## config.mk

```make
export PLATFORM = sky130hd
export DESIGN_NAME = ex_muldiv_flat
export DESIGN_NICKNAME = d
export VERILOG_FILES = /design/src/rtl/ex_muldiv_if.sv /design/src/rtl/ex_muldiv.sv /design/src/flat_wrapper.sv
export SDC_FILE = /design/constraint.sdc
export NUM_CORES = 1
export LEC_CHECK = 0
export ABC_CLOCK_PERIOD_IN_PS = 12800
export CAP_MARGIN = 25
export CORE_MARGIN = 5
export CORE_UTILIZATION = 55
export CTS_CLUSTER_SIZE = 12
export DETAILED_ROUTE_END_ITERATION = 6
export PLACE_DENSITY = 0.8
export SYNTH_ARGS = -nofsm -noshare
export SYNTH_HDL_FRONTEND = slang
export SYNTH_SLANG_ARGS = --single-unit
```

## constraint.sdc

```tcl
create_clock -name clk -period 12.8 [get_ports clk]
set_input_delay 1.28 -clock clk [delete_from_list [all_inputs] [get_ports clk]]
set_output_delay 1.28 -clock clk [all_outputs]
set_load 0.02 [all_outputs]
```

## src/rtl/ex_muldiv_if.sv

```systemverilog
// Command, MTHI/MTLO and result signals of the EX-stage multiply/divide unit.
// The pipeline side drives commands through master; the unit uses slave.
interface ex_muldiv_if;
  logic        start;
  logic [1:0]  op;
  logic [31:0] a;
  logic [31:0] b;
  logic        cancel;
  logic        mthi;
  logic        mtlo;
  logic [31:0] wdata;
  logic        busy;
  logic        done;
  logic        dz;
  logic [31:0] hi;
  logic [31:0] lo;

  modport master (
    output start, op, a, b, cancel, mthi, mtlo, wdata,
    input  busy, done, dz, hi, lo
  );

  modport slave (
    input  start, op, a, b, cancel, mthi, mtlo, wdata,
    output busy, done, dz, hi, lo
  );
endinterface

```

## src/rtl/ex_muldiv.sv

```systemverilog
// Iterative 32-bit MULT/MULTU/DIV/DIVU unit with HI/LO registers (IDLE/RUN/FIX FSM).
// Optional MULDIV_FAST_MUL_EN: multiplies finish in a single FIX cycle.
module ex_muldiv (
  input  logic        clk,
  input  logic        rst,
  ex_muldiv_if.slave  bus
);
  typedef enum logic [1:0] {IDLE, RUN, FIX} state_t;

  state_t      state_reg, state_next;
  logic [63:0] acc_reg;
  logic [31:0] mag_a_reg, mag_b_reg;
  logic        sign_a_reg, sign_b_reg, div_reg, dz_flag_reg;
  logic [5:0]  cnt_reg;
  logic [31:0] hi_reg, lo_reg;
  logic        done_reg, dz_reg;

  logic        in_signed, in_div, in_sign_a, in_sign_b, div_zero, accept, skip_run;
  logic [31:0] in_mag_a, in_mag_b;

  assign in_signed = ~bus.op[0];
  assign in_div    = bus.op[1];
  assign in_sign_a = in_signed & bus.a[31];
  assign in_sign_b = in_signed & bus.b[31];
  assign in_mag_a  = in_sign_a ? -bus.a : bus.a;
  assign in_mag_b  = in_sign_b ? -bus.b : bus.b;
  assign div_zero  = in_div && (bus.b == 32'd0);
  assign accept    = (state_reg == IDLE) && bus.start && !bus.cancel;

`ifdef MULDIV_FAST_MUL_EN
  assign skip_run = div_zero || !in_div;
`else
  assign skip_run = div_zero;
`endif

  always_comb begin
    state_next = state_reg;
    case (state_reg)
      IDLE:    if (accept) state_next = skip_run ? FIX : RUN;
      RUN: begin
        if (bus.cancel)             state_next = IDLE;
        else if (cnt_reg == 6'd31)  state_next = FIX;
      end
      FIX:     state_next = IDLE;
      default: state_next = IDLE;
    endcase
  end

  // One iteration: shift-add multiply (multiplier in acc low half, shifted out LSB first)
  // or restoring divide (acc = {remainder, dividend/quotient}).
  logic [32:0] mul_sum, div_trial;
  logic [63:0] acc_step;

  always_comb begin
    mul_sum   = {1'b0, acc_reg[63:32]} + {1'b0, (acc_reg[0] ? mag_a_reg : 32'd0)};
    div_trial = acc_reg[63:31] - {1'b0, mag_b_reg};
    acc_step  = {mul_sum, acc_reg[31:1]};
    if (div_reg) begin
      if (div_trial[32]) acc_step = {acc_reg[62:0], 1'b0};
      else               acc_step = {div_trial[31:0], acc_reg[30:0], 1'b1};
    end
  end

  logic [63:0] prod, prod_neg;
  logic [31:0] res_hi, res_lo;
  logic        neg;

`ifdef MULDIV_FAST_MUL_EN
  assign prod = {32'd0, mag_a_reg} * {32'd0, mag_b_reg};
`else
  assign prod = acc_reg;
`endif
  assign neg      = sign_a_reg ^ sign_b_reg;
  assign prod_neg = -prod;

  always_comb begin
    res_hi = acc_reg[63:32];
    res_lo = acc_reg[31:0];
    if (dz_flag_reg) begin
      res_hi = acc_reg[63:32];
      res_lo = acc_reg[31:0];
    end else if (div_reg) begin
      res_lo = neg        ? -acc_reg[31:0]  : acc_reg[31:0];
      res_hi = sign_a_reg ? -acc_reg[63:32] : acc_reg[63:32];
    end else begin
      {res_hi, res_lo} = neg ? prod_neg : prod;
    end
  end

  always_ff @(posedge clk or posedge rst) begin
    if (rst) state_reg <= IDLE;
    else     state_reg <= state_next;
  end

  always_ff @(posedge clk or posedge rst) begin
    if (rst) begin
      acc_reg     <= '0;
      mag_a_reg   <= '0;
      mag_b_reg   <= '0;
      sign_a_reg  <= 1'b0;
      sign_b_reg  <= 1'b0;
      div_reg     <= 1'b0;
      dz_flag_reg <= 1'b0;
      cnt_reg     <= '0;
      hi_reg      <= '0;
      lo_reg      <= '0;
      done_reg    <= 1'b0;
      dz_reg      <= 1'b0;
    end else begin
      done_reg <= (state_reg == FIX) && !bus.cancel;
      dz_reg   <= (state_reg == FIX) && !bus.cancel && dz_flag_reg;
      if (accept) begin
        mag_a_reg   <= in_mag_a;
        mag_b_reg   <= in_mag_b;
        sign_a_reg  <= in_sign_a;
        sign_b_reg  <= in_sign_b;
        div_reg     <= in_div;
        dz_flag_reg <= div_zero;
        cnt_reg     <= '0;
        // Divide-by-zero result is staged directly in acc so FIX just copies it out.
        if (div_zero)    acc_reg <= {bus.a, 32'hFFFF_FFFF};
        else if (in_div) acc_reg <= {32'd0, in_mag_a};
        else             acc_reg <= {32'd0, in_mag_b};
      end else if (state_reg == RUN && !bus.cancel) begin
        acc_reg <= acc_step;
        cnt_reg <= cnt_reg + 6'd1;
      end
      if (state_reg == FIX && !bus.cancel) begin
        hi_reg <= res_hi;
        lo_reg <= res_lo;
      end else if (state_reg == IDLE && !bus.start) begin
        if (bus.mthi) hi_reg <= bus.wdata;
        if (bus.mtlo) lo_reg <= bus.wdata;
      end
    end
  end

  assign bus.busy = (state_reg != IDLE);
  assign bus.done = done_reg;
  assign bus.dz   = dz_reg;
  assign bus.hi   = hi_reg;
  assign bus.lo   = lo_reg;
endmodule

```

## src/flat_wrapper.sv

```systemverilog
// flat-port wrapper written by rule: the top's interface ports become plain ports
module ex_muldiv_flat 
  (clk, rst, bus_start, bus_op, bus_a, bus_b, bus_cancel, bus_mthi, bus_mtlo, bus_wdata, bus_busy, bus_done, bus_dz, bus_hi, bus_lo);
  ex_muldiv_if bus_i ();
  input  logic clk;
  input  logic rst;
  input wire logic [$bits(bus_i.start)-1:0] bus_start;
  input wire logic [$bits(bus_i.op)-1:0] bus_op;
  input wire logic [$bits(bus_i.a)-1:0] bus_a;
  input wire logic [$bits(bus_i.b)-1:0] bus_b;
  input wire logic [$bits(bus_i.cancel)-1:0] bus_cancel;
  input wire logic [$bits(bus_i.mthi)-1:0] bus_mthi;
  input wire logic [$bits(bus_i.mtlo)-1:0] bus_mtlo;
  input wire logic [$bits(bus_i.wdata)-1:0] bus_wdata;
  output wire logic [$bits(bus_i.busy)-1:0] bus_busy;
  output wire logic [$bits(bus_i.done)-1:0] bus_done;
  output wire logic [$bits(bus_i.dz)-1:0] bus_dz;
  output wire logic [$bits(bus_i.hi)-1:0] bus_hi;
  output wire logic [$bits(bus_i.lo)-1:0] bus_lo;
  assign bus_i.start = bus_start;
  assign bus_i.op = bus_op;
  assign bus_i.a = bus_a;
  assign bus_i.b = bus_b;
  assign bus_i.cancel = bus_cancel;
  assign bus_i.mthi = bus_mthi;
  assign bus_i.mtlo = bus_mtlo;
  assign bus_i.wdata = bus_wdata;
  assign bus_busy = bus_i.busy;
  assign bus_done = bus_i.done;
  assign bus_dz = bus_i.dz;
  assign bus_hi = bus_i.hi;
  assign bus_lo = bus_i.lo;
  ex_muldiv u_core (.clk(clk), .rst(rst), .bus(bus_i));
endmodule
```

Word-level counts from Yosys, hierarchy flattened

Cells that the tools add are included.

Logic and storage cells: 78
Output and inout port bits: 67
Bits of input ports: 104
Flip-flop bits (word level): 206

Muxes and demuxes: 29
Eq/ne operators: 5
Reduce and logical (&&, ||, !) cells: 19
Bitwise gates (word level): 4
Add/sub/neg operators: 8

Operators by type and width:

| kind                | number |
|---|---|
| $mux 32             | 16 |
| $mux 64             | 6 |
| $neg 32->32         | 4 |
| $neg 64->64         | 1 |
| $add 32x32->33      | 1 |
| $sub 33x32->33      | 1 |
| $logic_not 32->1    | 1 |
| $mux 6              | 2 |
| $reduce_bool 2->1   | 5 |
| $mux 2              | 4 |
| $logic_and 1x1->1   | 7 |
| $add 6x1->6 const B | 1 |
| $eq 6x5->1 const B  | 1 |
| $reduce_and 2->1    | 3 |
| $pmux 2 s2          | 1 |
| $ne 3x2->1 const B  | 1 |
| $and 1x1->1         | 2 |
| $eq 2x1->1 const B  | 1 |
| $eq 2x2->1 const B  | 1 |
| $logic_not 1->1     | 2 |
| $logic_not 2->1     | 1 |
| $ne 2x1->1 const B  | 1 |
| $not 1->1           | 1 |
| $xor 1x1->1         | 1 |

Longest topological paths before layout

Gate-level depths: netlist of the first run.

Word-level depth: 6
Gate-level depth with buffers: 15
Mapped depth without buffers: 13

Least setup slack after synthesis of the first run

No wires, ideal clock.

Path kind: in2reg
From: input port bus_a[0]
To: register u_core.acc_reg[20]
Data required time: 12654 ps
Stages: 11
Path slack: 9095 ps
Path buffers: 0
Library setup time: 146 ps
Data arrival time: 3559 ps
Cell sequence: inv_1 ha_1 or3b_2 nor4b_2 nand2_1 or4_1 o41ai_1 xor2_1 nand2_1 o21ai_0 a22oi_1

Longest elaborated chain between the ends: 5

Ends and longest elaborated chain:

| what                 | RTL line          | source |
|---|---|---|
| start, declared      | flat_wrapper.sv:9 | `input wire logic [$bits(bus_i.a)-1:0] bus_a;` |
| $neg 32->32          | ex_muldiv.sv:25   | `assign in_mag_a = in_sign_a ? -bus.a : bus.a;` |
| $mux 32              | ex_muldiv.sv:25   |  |
| $mux 32              | ex_muldiv.sv:122  | `else if (in_div) acc_reg <= {32'd0, in_mag_a};` |
| $mux 64              | ex_muldiv.sv:121  | `if (div_zero) acc_reg <= {bus.a, 32'hFFFF_FFFF};` |
| $mux 64              | ex_muldiv.sv:112  | `if (accept) begin` |
| end signal, assigned | ex_muldiv.sv:121  |  |
| end signal, assigned | ex_muldiv.sv:122  |  |
| end signal, assigned | ex_muldiv.sv:123  | `else acc_reg <= {32'd0, in_mag_b};` |
| end, declared        | ex_muldiv.sv:11   | `logic [63:0] acc_reg;` |

No other way between the ends.
A chain may end at the register's enable or synchronous reset.

Worst setup path after layout of the first run

From: register u_core.acc_reg[31]
To: register u_core.acc_reg[55]

Longest elaborated chain between the ends: 5

Ends and longest elaborated chain:

| what           | RTL line         | source |
|---|---|---|
| $sub 33x32->33 | ex_muldiv.sv:56  | `div_trial = acc_reg[63:31] - {1'b0, mag_b_reg};` |
| $mux 64        | ex_muldiv.sv:59  | `if (div_trial[32]) acc_step = {acc_reg[62:0], 1'b0};` |
| $mux 64        | ex_muldiv.sv:58  | `if (div_reg) begin` |
| $mux 64        | ex_muldiv.sv:124 | `end else if (state_reg == RUN && !bus.cancel) begin` |
| $mux 64        | ex_muldiv.sv:112 |  |

No other way between the ends. The select of a mux whose other input is x is not followed.

==> metrics.cfg, run 1 <==
[outcome]
status = finished with violations
violations = design-rule violations

[setup_path]
startpoint_type = flip-flop
crit_top_cell = a21oi_1
timing.critical_path.slowest_stage_cell = a2111oi_0
regToRegSetupSlack_ps = 8090
crit_path_end = u_core.acc_reg[55]
crit_chain = inv_1 -> ha_1 -> fa_1 -> nand2b_1 -> a21o_1 -> a21oi_1 -> a2111oi_0 -> o21ai_0 -> and2_1 -> o211ai_4 -> buf_4 -> mux2_2 -> a222oi_1 -> a21oi_1
rr_startpoint = u_core.acc_reg[31]
crit_fanout = 48
critPathLaunch = u_core.acc_reg[31]
cp_data_required_time_ps = 13190
worstSetupPathType = flip-flop to flip-flop
rr_endpoint = u_core.acc_reg[55]
critPathMaxStageDelay_ps = 920
cp-end-kind = flip-flop
reg2reg_depth = 14
critical_path_arrival_ps = 5100

[sta]
finalSetupViolCount = 0
final_max_slew_viol_count = 0
worstMarginPinSlew_ps = 1010
rsz0062_at_grt = false
setup_ws_ps = 8090
hold_slack_ps = 471
post-route-period-util = 0.368
fmax_mhz = 212
fin_crit_ps = 4710
finalHoldViolCount = 0
finalSetupTns_ps = 0
fin_worst_skew_ps = 23.1
slew_headroom = 0.308

[synthesis]
synth_edf_count = 0
avgSynthCellArea_sq_um = 8.07
ys_top_cells_by_area = dfrtp_1, o21ai_0, mux2i_1
synth_fp_nets = 2227
async_flop_share = 1.00
synth_common_cells = nand2_1, o21ai_0, dfrtp_1, a21oi_1, nor2_1
syn_inst = 2052
seq_area_frac_synth = 0.311
ys_types = 87
synth_top_area_cell = dfrtp_1
synth-main-ff-cell = dfrtp_1
yosys_warnings = 0
netlist_area_sq_mm = 0.0166
synth-seq-cells = 206
yosysMostFrequentCell = nand2_1
yosysTopAreaCellShare = 0.311

[routing]
via_per_inst = 6.42
routed_wl_um = 60500
ant_nets = 0
drtIter0Drc = 1711
first_pass_iters = 7
drc = 5
avgRoutedWirePerCell_um = 23.6
dr_total_vias = 16446

[hold_path]
hold_class = flip-flop to flip-flop

[clock_network]
post_cts_resized = 0
cts.sinks = 206
clockRootBuffer = clkbuf_16
clk_pin_slew_ps = 60
clk_latency_ps = 550
clockBufferDepth = 3
postCtsSetupRepairBufs = 0
htree_levels = 1
tritoncts = yes
cts_inserted_buffers = 25
cts_hold_buf = 0

[global_route]
grt_pass1_wl_um = 93700
grt_max_degree = 135
grt_usage = 0.352
gr-total-overflow = 0
grt_pass1_vias = 16101
antenna_found_initial = 0

[layout]
nets = 2327
largest_reg_flops = 64
n_antenna_cell = 0
final_core_util = 0.653
syn_to_final_growth_pct = 17.1
drive_above_1_share = 0.0535

[run]
drv_cap = 0

[floorplan]
ios = 171
fp.dieH_um = 184
fp.dieW_um = 184
num_rows = 63
core_sq_mm = 0.0297
die-area_sq_mm = 0.0337
initial_utilization = 0.557

[placement]
dpl.hpwl_um = 45800
dp_slack_ps = 8030
io_buffer_count = 170
place.gp.congestion = 0.985

[pwr]
vdd_ir_drop_max_v = 0.000137
leakagePower_nw = 8.01
power_density_mw_per_mm2 = 213

==> power breakdown <==
group	total [mW]	internal, mW	switching, mW
Combinational	2.27	0.933	1.33
Clock	0.761	0.468	0.294
Sequential	1.11	0.818	0.289
==> placed cells by master (no fill, tap or decap), types with 14 or more instances in the layout <==
cell type	netlist	final
nand3_1	19	19
nand2_1	270	269
buf_4	4	24
or3_1	14	14
xor2_1	78	78
dfrtp_1	206	205
nor3_1	34	34
ha_1	69	69
clkbuf_16	0	25
o21ai_1	14	14
mux2i_1	104	104
o22ai_1	15	15
inv_1	58	57
o21ai_0	234	234
and2_1	42	41
nor2_1	143	143
a211oi_1	28	28
a31oi_1	21	21
xnor2_1	101	101
nor2b_1	23	23
a21o_1	27	27
clkdlybuf4s50_1	0	170
a21oi_1	169	169
o221ai_1	15	15
o31ai_1	19	19
nand2b_1	29	29
==> cell families (layout without fill, tap and decap cells) <==
logic type,Yosys count,count (layout),share of synthesized area
AO/OA/AOI/OAI,645,645,0.235
XOR/XNOR,179,179,0.0946
adder cells (fa/ha/maj),71,71,0.0545
buffers and inverters,182,300,0.0463
flip-flops,206,206,0.311
multiplexers,111,111,0.0676
AND/OR/NAND/NOR,658,658,0.191
==> stage by stage <==
step           std cells  area (sq um)  total power, mW
2_1_floorplan       2052         16600             2.60
3_3_place_gp        2510         18400             3.27
3_5_place_dp        2510         18400             3.30
4_1_cts             2555         19300             4.07
5_1_grt             2560         19400             4.38
6_report            2560         19400             4.14
==> per-layer routing <==
layer  routed length (um)  global-route usage  up-vias  share of wire
li1                     -                   -     7531              -
met2                27300               0.558      899           0.45
met4                 2810               0.143        0          0.046
met3                 5960              0.0645      168          0.098
met1                24500               0.477     7848           0.40
met5                    0                   0        -              0
==> cell type report <==
type	instances	area, sq um
fill	2518	10300
tap	390	488
inverter	58	225
clock inverter	12	174
multi-input combinational	1664	10700
sequential	206	5160
clock buffer	33	706
timing repair buffer	197	1960
==> worst max-delay path, delay by kind of cell, from the launching register on <==
family	cells	cell delay, ps
simple gates	2	410
buf+inv	2	750
compound gates	7	2120
flops	1	400
fa+ha+maj	2	480
mux	1	400
==> worst min path at each step <==
stage,from,endpoint,slack (ps),cells past startpoint
after detailed placement,u_core.mag_a_reg[8],u_core.mag_a_reg[8],460,2
after CTS,u_core.mag_a_reg[8],u_core.mag_a_reg[8],470,2
after global placement,u_core.mag_a_reg[21],u_core.mag_a_reg[21],450,2
final,u_core.mag_a_reg[23],u_core.mag_a_reg[23],470,2
after global routing,u_core.mag_a_reg[12],u_core.mag_a_reg[12],490,2
after floorplan,u_core.state_reg[1],u_core.state_reg[1],440,1
Power figures use the tool's default switching activity.
==> run 2, diff against run 1 <==
- ABC_CLOCK_PERIOD_IN_PS: 12800 -> 4700
- clock period: 12.8 -> 4.7 ns (I/O delays scaled with it)
==> run 2 against run 1 <==
  * The flow now finishes without violations
  * Fmax increased by 22%
  * Clock power grew to 2.8 times the previous value
  * Utilization grew 0.79 points
  * Via count shrank 0.86%
  * Clock-buffer cell count stayed put
  * Flip-flop and latch count unchanged
  * Sequential share of layout area is 0.32 points lower
  * Global-route usage down 1.2 points
  * Final cell count increased by 1.1%
  * Worst setup slack got worse by 7300 ps
  * Highest routed layer is now met5
==> metrics.cfg, run 2 (same netlist as run 1, synthesis figures left out) <==
[outcome]
status = finished clean

[sta]
worstMarginPinSlew_ps = 1040  ; +28.4 ps
fmax_mhz = 258  ; +22%
fin_worst_skew_ps = 21.2  ; -1.95 ps
finalSetupTns_ps = 0  ; unchanged
finalHoldViolCount = 0  ; unchanged
setup_ws_ps = 827  ; -7260 ps
post-route-period-util = 0.824  ; +0.456
rsz0062_at_grt = false
final_max_slew_viol_count = 0  ; unchanged
slew_headroom = 0.306  ; -0.00145
finalSetupViolCount = 0  ; unchanged
fin_crit_ps = 3870  ; -837 ps

[floorplan]
die-area_sq_mm = 0.0337  ; unchanged
ios = 171  ; unchanged
core_sq_mm = 0.0297  ; unchanged
fp.dieH_um = 184  ; unchanged
num_rows = 63  ; unchanged
fp.dieW_um = 184  ; unchanged
initial_utilization = 0.557  ; unchanged

[placement]
io_buffer_count = 170  ; unchanged
dpl.hpwl_um = 45300  ; -1.1%
dp_slack_ps = 829  ; -7200 ps
place.gp.congestion = 1.00  ; +1.6%

[routing]
ant_nets = 0  ; unchanged
avgRoutedWirePerCell_um = 22.7  ; -3.8%
routed_wl_um = 58900  ; -2.8%
drtIter0Drc = 1556  ; -9.1%
via_per_inst = 6.30  ; -1.9%
dr_total_vias = 16304  ; -0.86%
drc = 0  ; -5
first_pass_iters = 6  ; -1

[pwr]
total_power_mw = 11.3  ; +170%
vdd_ir_drop_max_v = 0.000366  ; +170%
power_density_mw_per_mm2 = 578  ; +170%
leakagePower_nw = 8.14  ; +1.7%

[clock_network]
cts.sinks = 206  ; unchanged
tritoncts = yes
clockRootBuffer = clkbuf_16
cts_inserted_buffers = 25  ; unchanged
post_cts_resized = 0  ; unchanged
clk_latency_ps = 540  ; about the same
clk_pin_slew_ps = 60  ; about the same
clockBufferDepth = 3  ; unchanged
cts_hold_buf = 0  ; unchanged
postCtsSetupRepairBufs = 0  ; unchanged
htree_levels = 1  ; unchanged

[layout]
drive_above_1_share = 0.0651  ; +0.0116
final_cell_mix = nand2_1, o21ai_0, dfrtp_1
fillers = 2542  ; +0.95%
largest_reg_flops = 64  ; unchanged
nets = 2354  ; +1.2%
syn_to_final_growth_pct = 18.5
n_antenna_cell = 0  ; unchanged
layout_commonest_cell = nand2_1

[global_route]
gr-total-overflow = 0  ; unchanged
grt_pass1_vias = 15892  ; -1.3%
grt_pass1_wl_um = 90800  ; -3.1%
antenna_found_initial = 2  ; +2
grt_usage = 0.339  ; -0.0123
grt_max_degree = 131  ; -3.0%

[setup_path]
worstSetupPathType = flip-flop to flip-flop
cp_data_required_time_ps = 5120  ; -8070 ps
critical_path_arrival_ps = 4300  ; -800 ps
cp-end-kind = flip-flop
crit_fanout = 31  ; -35%
startpoint_type = flip-flop

[run]
drv_cap = 0  ; unchanged

[hold_path]
hold_class = primary input to async pin

## run 2: layer usage
| layer | wire (um) | GRT usage | vias to the layer above |
|---|---|---|---|
| li1 | - | - | 7581 |
| met1 | 23900 | 0.457 | 7689 |
| met2 | 26400 | 0.548 | 869 |
| met3 | 5850 | 0.0582 | 161 |
| met4 | 2670 | 0.134 | 4 |
| met5 | 26 | 0 | - |
## run 2: cell type report
cell class	count	area, sq um	area share
Sequential cell	206	5160	0.263
Tap cell	390	488	0.0249
Multi-Input combinational cell	1664	10700	0.545
Clock inverter	12	173	0.00880
Clock buffer	33	716	0.0365
Inverter	58	221	0.0113
Timing Repair Buffer	224	2180	0.111
## run 2: worst max-delay path, cell delays in order (launching register included)
cell and delay (ps):
dfrtp_1 390, buf_4 230, and2_1 200, fa_1 460, a211oi_1 330, o211ai_1 170, a21oi_1 280, nor3_1 90
or3_1 510, or2_2 320, a21oi_1 190, o21ai_0 160, mux2i_1 150, o31a_1 280
## run 2: path summary, 6_finish.rpt
check / start / endpoint / slack, ps / cells past startpoint
max: u_core.acc_reg[0] / u_core.acc_reg[57] / 830 / 13
min in group clk: u_core.mag_a_reg[13] / u_core.mag_a_reg[13] / 480 / 2
min reg2reg: u_core.mag_a_reg[13] / u_core.mag_a_reg[13] / 480 / 2
min: rst / u_core.acc_reg[4] / 430 / 2
max in group asynchronous: rst / u_core.mag_a_reg[31] / 3330 / 3
max reg2reg: u_core.acc_reg[0] / u_core.acc_reg[57] / 830 / 13
## run 2: stage by stage
stage          utilization  hold WS [ps]  instance area [sq um]  cells
6_report             0.660           429                  19600   2587
5_1_grt              0.660           498                  19600   2587
4_1_cts              0.660           446                  19600   2586
3_5_place_dp         0.630           458                  18700   2541
3_3_place_gp         0.630           452                  18700   2541
2_1_floorplan            -           437                  16600   2052
## run 2: where the power goes
part / switching (mW) / internal (mW) / leakage (nW)
clock: 0.809 / 1.29 / 0.435
sequential: 0.569 / 2.23 / 2.49
combinational: 3.77 / 2.67 / 5.22
total: 5.15 / 6.19 / 8.14
